File: config.mk
export PLATFORM = sky130hd
export DESIGN_NAME = arb_4req_rr
export DESIGN_NICKNAME = d
export VERILOG_FILES = /design/src/rtl/arb_4req_rr.sv
export SDC_FILE = /design/constraint.sdc
export NUM_CORES = 1
export LEC_CHECK = 0
export ABC_AREA = 1
export CAP_MARGIN = 25
export CORE_ASPECT_RATIO = 1.2
export CORE_MARGIN = 4
export CORE_UTILIZATION = 30
export CTS_BUF_LIST = sky130_fd_sc_hd__clkbuf_8 sky130_fd_sc_hd__clkbuf_16
export CTS_CLUSTER_DIAMETER = 30
export DETAILED_ROUTE_END_ITERATION = 8
export GPL_TIMING_DRIVEN = 0
export PLACE_DENSITY = 0.5
export SKIP_CTS_REPAIR_TIMING = 1
export SLEW_MARGIN = 25
export SYNTH_ARGS = -nofsm -noshare
export SYNTH_HDL_FRONTEND = slang
export SYNTH_SLANG_ARGS = --single-unit
File: constraint.sdc
create_clock -name clk -period 1.52 [get_ports clk]
set_input_delay 0.304 -clock clk [delete_from_list [all_inputs] [get_ports clk]]
set_output_delay 0.304 -clock clk [all_outputs]
set_load 0.02 [all_outputs]
File: src/rtl/arb_4req_rr.sv
// Four-requester arbiter with registered one-hot grant, fixed-priority or
// round-robin selection, and a hold limit that forces release under contention.
module arb_4req_rr #(
   parameter int MAX_HOLD = 8
) (
   input  logic       clk,
   input  logic       rst_n,
   input  logic [3:0] req,
   input  logic       mode,
   input  logic       done,
   output logic [3:0] gnt,
   output logic [1:0] gnt_id,
   output logic       valid
);

   typedef enum logic {
      IDLE  = 1'b0,
      GRANT = 1'b1
   } state_t;

   localparam logic [7:0] HOLD_LIMIT = 8'(MAX_HOLD);
   localparam bit         HOLD_EN    = (MAX_HOLD != 0);

   state_t     state, state_nxt;
   logic [3:0] gnt_nxt;
   logic [1:0] gnt_id_nxt;
   logic       valid_nxt;
   logic [1:0] last, last_nxt;
   logic [7:0] hold_cnt, hold_cnt_nxt;

   logic [1:0] winner;
   logic       owner_req;
   logic       competing;
   logic       hold_expired;
   logic       release_now;

   // Highest set index wins; callers only use the result when r is non-zero.
   function automatic logic [1:0] pick_fixed(input logic [3:0] r);
      logic [1:0] win;
      win = 2'd0;
      if (r[3])      win = 2'd3;
      else if (r[2]) win = 2'd2;
      else if (r[1]) win = 2'd1;
      return win;
   endfunction

   // Scan upward from the slot after the previous owner, wrapping mod 4;
   // the previous owner itself is examined last.
   function automatic logic [1:0] pick_rr(input logic [3:0] r, input logic [1:0] prev);
      logic [1:0] idx;
      logic [1:0] win;
      logic       found;
      win   = prev;
      found = 1'b0;
      for (int i = 1; i <= 4; i++) begin
         idx = prev + 2'(i);
         if (!found && r[idx]) begin
            win   = idx;
            found = 1'b1;
         end
      end
      return win;
   endfunction

   assign winner       = mode ? pick_rr(req, last) : pick_fixed(req);
   assign owner_req    = req[gnt_id];
   assign competing    = |(req & ~gnt);
   assign hold_expired = HOLD_EN && (hold_cnt == HOLD_LIMIT) && competing;
   assign release_now  = done || !owner_req || hold_expired;

   // NOTE: every variable this block writes gets its hold value first, so no
   // path through the case can leave one unassigned and infer a latch.
   always_comb begin
      state_nxt    = state;
      gnt_nxt      = gnt;
      gnt_id_nxt   = gnt_id;
      valid_nxt    = valid;
      last_nxt     = last;
      hold_cnt_nxt = hold_cnt;

      unique case (state)
         IDLE: begin
            if (req != 4'b0000) begin
               state_nxt    = GRANT;
               gnt_nxt      = 4'b0001 << winner;
               gnt_id_nxt   = winner;
               valid_nxt    = 1'b1;
               last_nxt     = winner;
               hold_cnt_nxt = 8'd1;
            end
         end
         GRANT: begin
            if (release_now) begin
               // gnt_id keeps its value; it is meaningless while valid is low.
               state_nxt = IDLE;
               gnt_nxt   = 4'b0000;
               valid_nxt = 1'b0;
            end else if (hold_cnt != 8'hFF) begin
               hold_cnt_nxt = hold_cnt + 8'd1;
            end
         end
         default: begin
            state_nxt = IDLE;
            gnt_nxt   = 4'b0000;
            valid_nxt = 1'b0;
         end
      endcase
   end

   // NOTE: state registers use non-blocking assignments so every flop samples
   // the pre-edge values, regardless of statement order.
   always_ff @(posedge clk) begin
      if (!rst_n) begin
         state    <= IDLE;
         gnt      <= 4'b0000;
         gnt_id   <= 2'd0;
         valid    <= 1'b0;
         last     <= 2'd3;
         hold_cnt <= 8'd0;
      end else begin
         state    <= state_nxt;
         gnt      <= gnt_nxt;
         gnt_id   <= gnt_id_nxt;
         valid    <= valid_nxt;
         last     <= last_nxt;
         hold_cnt <= hold_cnt_nxt;
      end
   end

endmodule

==> run metrics, run 1 <==
final wirelength 3.60 mm; Slew @ Worst Pin 581 ps; Critical Path End gnt[2]$_SDFFE_PN0P_; Die H 79.1 um; MaxCap Viol Count 0; gr usage total approximately an eighth; hold_ws 462 ps; sequential power share 34.3%; starting density of the core about a third; clock transition at the registers of the reported paths roughly 70 ps; power per cell area 883 nW/um2; critical path's largest stage delay around 380 ps; post-placement cell count between 200 and 300; most common cell after layout, fill and taps aside nand2_1; Worst-Skew Late Latency between 200 and 300 ps; first-pass GRT wire length 5.31 mm; share of cells above drive strength 1 between 30% and 40%; failing checks negative setup slack; Clock power frac around 21%; Tmin final ~1600 ps; DRC Markers 0; die span in x between 60 and 70 um; hold crit path type reg -> reg; initial drt markers 37; Crit. End Element flop; clk_skew ~1.2 ps; initial antenna violation count 0; Worst Setup Slack, final -94.1 ps; ant diodes 0; row count 25; critical path's most frequent cell nand2_1; routed vias/inst 4.80; Num CTS Buffers 3; multi-input logic area between 900 and 1000 um2; Critical-path top delay cell dfxtp_4; CTS H-tree depth 1; achievable frequency 620 MHz; Die ar. 5320 um2; Final Instance Count excl. Fillers ~280; clock sinks 18; Final GP Congestion between 0.7 and 0.8; crit start category flop; Worst EP arrival 1800 ps; Register-to-Register Path Depth 13; clk root buf clkbuf_8; sequential-to-total area share from yosys stat 28.5%; switching share of power around 40%; Fin. Hold Viols 0; Reg-to-Reg Start last[0]$_SDFFE_PN1P_; DPL Wire Length 2.45 mm; Final Slew Violations 0; Yosys cell types 29; Final period util 106%; Worst Setup SP last[0]$_SDFFE_PN1P_; Post-Syn Instances 202; final net count approximately 240; I/O Buffers 14; max_slew headroom 61.3%; drt wl/cell 12.7 um; CTS tree built; Net Switching 0.660 mW; iteration count of the initial detailed-routing pass 4; Peak VDD IR 0.000644 V; worst path cell trace inv_4 -> nand2_1 -> nand2_4 -> nand2_4 -> nand2_4 -> nand2_1 -> nand2_1 -> nand2_2 -> nand3_2 -> nand2_2 -> nor2_4 -> nand2_1 -> a21oi_1; Syn Area/Cell 6.26 um2; Reg2Reg Setup Slack -90 ps; vias in the first global route 1149; worst slack, placed -735 ps; sequential cell area 374 um2; Via Count approximately 1400; Congestion Overflow GR 0; Logic pwr share 45.1%; Worst Path Required around 1700 ps; core area 4000 um2; most frequent cells in the layout 55 x nand2_1, 16 x inv_1, 15 x nand2_2; Final setup viols 14; LEAKAGE 0.920 nW; Setup CP Type reg -> reg; Yosys reg bits 18; Yosys warnings 0; Mapped Area 1260 um2; fillers approximately 420; outcome complete, but fails checks; Ports 15; RSZ-0062 raised after global routing yes; Worst Path Max Fanout 10; Max Buffers Root-to-Sink 2; Net Count, Synth 212; largest net degree at the start of global routing 11; Pint 0.990 mW; Power Total between 1.5 and 2 mW; Reg2Reg Capture Point gnt[2]$_SDFFE_PN0P_; Area growth, synth to finish 47.7%; Final ANT Viol Nets 0
==> power by group through the flow <==
| stage | sequential (mW) | clock, mW | combinational [mW] |
|---|---|---|---|
| floorplan | 0.579 | 0 | 0.376 |
| global placement | 0.565 | 0 | 0.557 |
| detailed placement | 0.563 | 0 | 0.554 |
| CTS | 0.552 | 0.357 | 0.555 |
| global route | 0.574 | 0.373 | 0.818 |
| finish | 0.566 | 0.339 | 0.744 |
==> worst min-delay path by stage <==
stage                        from                    to  depth (start not counted)
2_1_floorplan               rst_n  last[1]$_SDFFE_PN1P_                          1
3_3_place_gp   valid$_SDFFE_PN0P_    valid$_SDFFE_PN0P_                          2
3_5_place_dp   valid$_SDFFE_PN0P_    valid$_SDFFE_PN0P_                          2
4_1_cts        valid$_SDFFE_PN0P_    valid$_SDFFE_PN0P_                          2
5_1_grt        valid$_SDFFE_PN0P_    valid$_SDFFE_PN0P_                          2
6_report       valid$_SDFFE_PN0P_    valid$_SDFFE_PN0P_                          2
==> state kept, by name, summed over array words and instances (netlist names) <==
register	count
hold_cnt	8
gnt	4
gnt_id	2
last	2
state	1
valid	1
==> metal layers <==
layer	track usage [%]	wire, um
met1	15.7	1550
met3	3.11	125
met2	22.6	1870
met5	0	0
met4	3.04	57
==> logic make-up (layout without fill, tap and decap cells) <==
| group | after synthesis | after routing | share of synthesized area (%) |
|---|---|---|---|
| buf+inv | 27 | 53 | 8.80 |
| compound gates | 29 | 29 | 13.4 |
| flops | 18 | 18 | 28.5 |
| fa+ha+maj | 2 | 2 | 1.98 |
| xor+xnor | 5 | 5 | 3.46 |
| simple gates | 121 | 122 | 43.9 |
==> critical path, delay by kind of cell (launching register included) <==
kind                   cells  cell delay [ps]
AO/OA/AOI/OAI              1              130
buffers and inverters      1              110
AND/OR/NAND/NOR           11              920
flip-flops                 1              380
==> cell usage after synthesis (all sizes together) <==
cell type | n | area share, %
nand2 | 81 | 27
inv | 25 | 7.6
dfxtp | 18 | 28
nand3 | 17 | 7.7
a21oi | 16 | 6.9
nor2 | 13 | 4.3
o21ai | 10 | 4.3
nand4 | 5 | 2.5
xor2 | 4 | 2.8
ha | 2 | 2.0
o211ai | 2 | 1.2
or2 | 2 | 0.99
a31oi | 1 | 0.99
and2 | 1 | 0.49
buf | 1 | 0.89
clkbuf | 1 | 0.30
nor3 | 1 | 0.40
nor3b | 1 | 0.59
xnor2 | 1 | 0.69
==> final cells by class <==
class / count / share of cell area (%)
Inverter: 25 / 5.69
Clock buffer: 3 / 2.21
Buffer: 2 / 1.00
Tap cell: 54 / 3.62
Sequential cell: 18 / 20.0
Multi-Input combinational cell: 158 / 53.5
Timing Repair Buffer: 23 / 13.9
==> metrics by stage <==
step                      area, um2  setup TNS, ps  util (%)
after floorplan                1260              0         -
after global placement         1470         -10130      36.8
after detailed placement       1470         -10120      36.8
after CTS                      1510          -5690      37.8
after global routing           1870          -2410      46.7
final                          1870           -681      46.7
Power figures use the tool's default switching activity.
==> inputs of run 2 (changes only) <==
--- a/config.mk
+++ b/config.mk
@@ -6,6 +6,7 @@
 export NUM_CORES = 1
 export LEC_CHECK = 0
 export ABC_AREA = 1
+export ABC_CLOCK_PERIOD_IN_PS = 1520
 export CAP_MARGIN = 25
 export CORE_ASPECT_RATIO = 1.2
 export CORE_MARGIN = 4
==> results of run 2 <==
Final layout, timing and power as in run 1 (identical DEF).
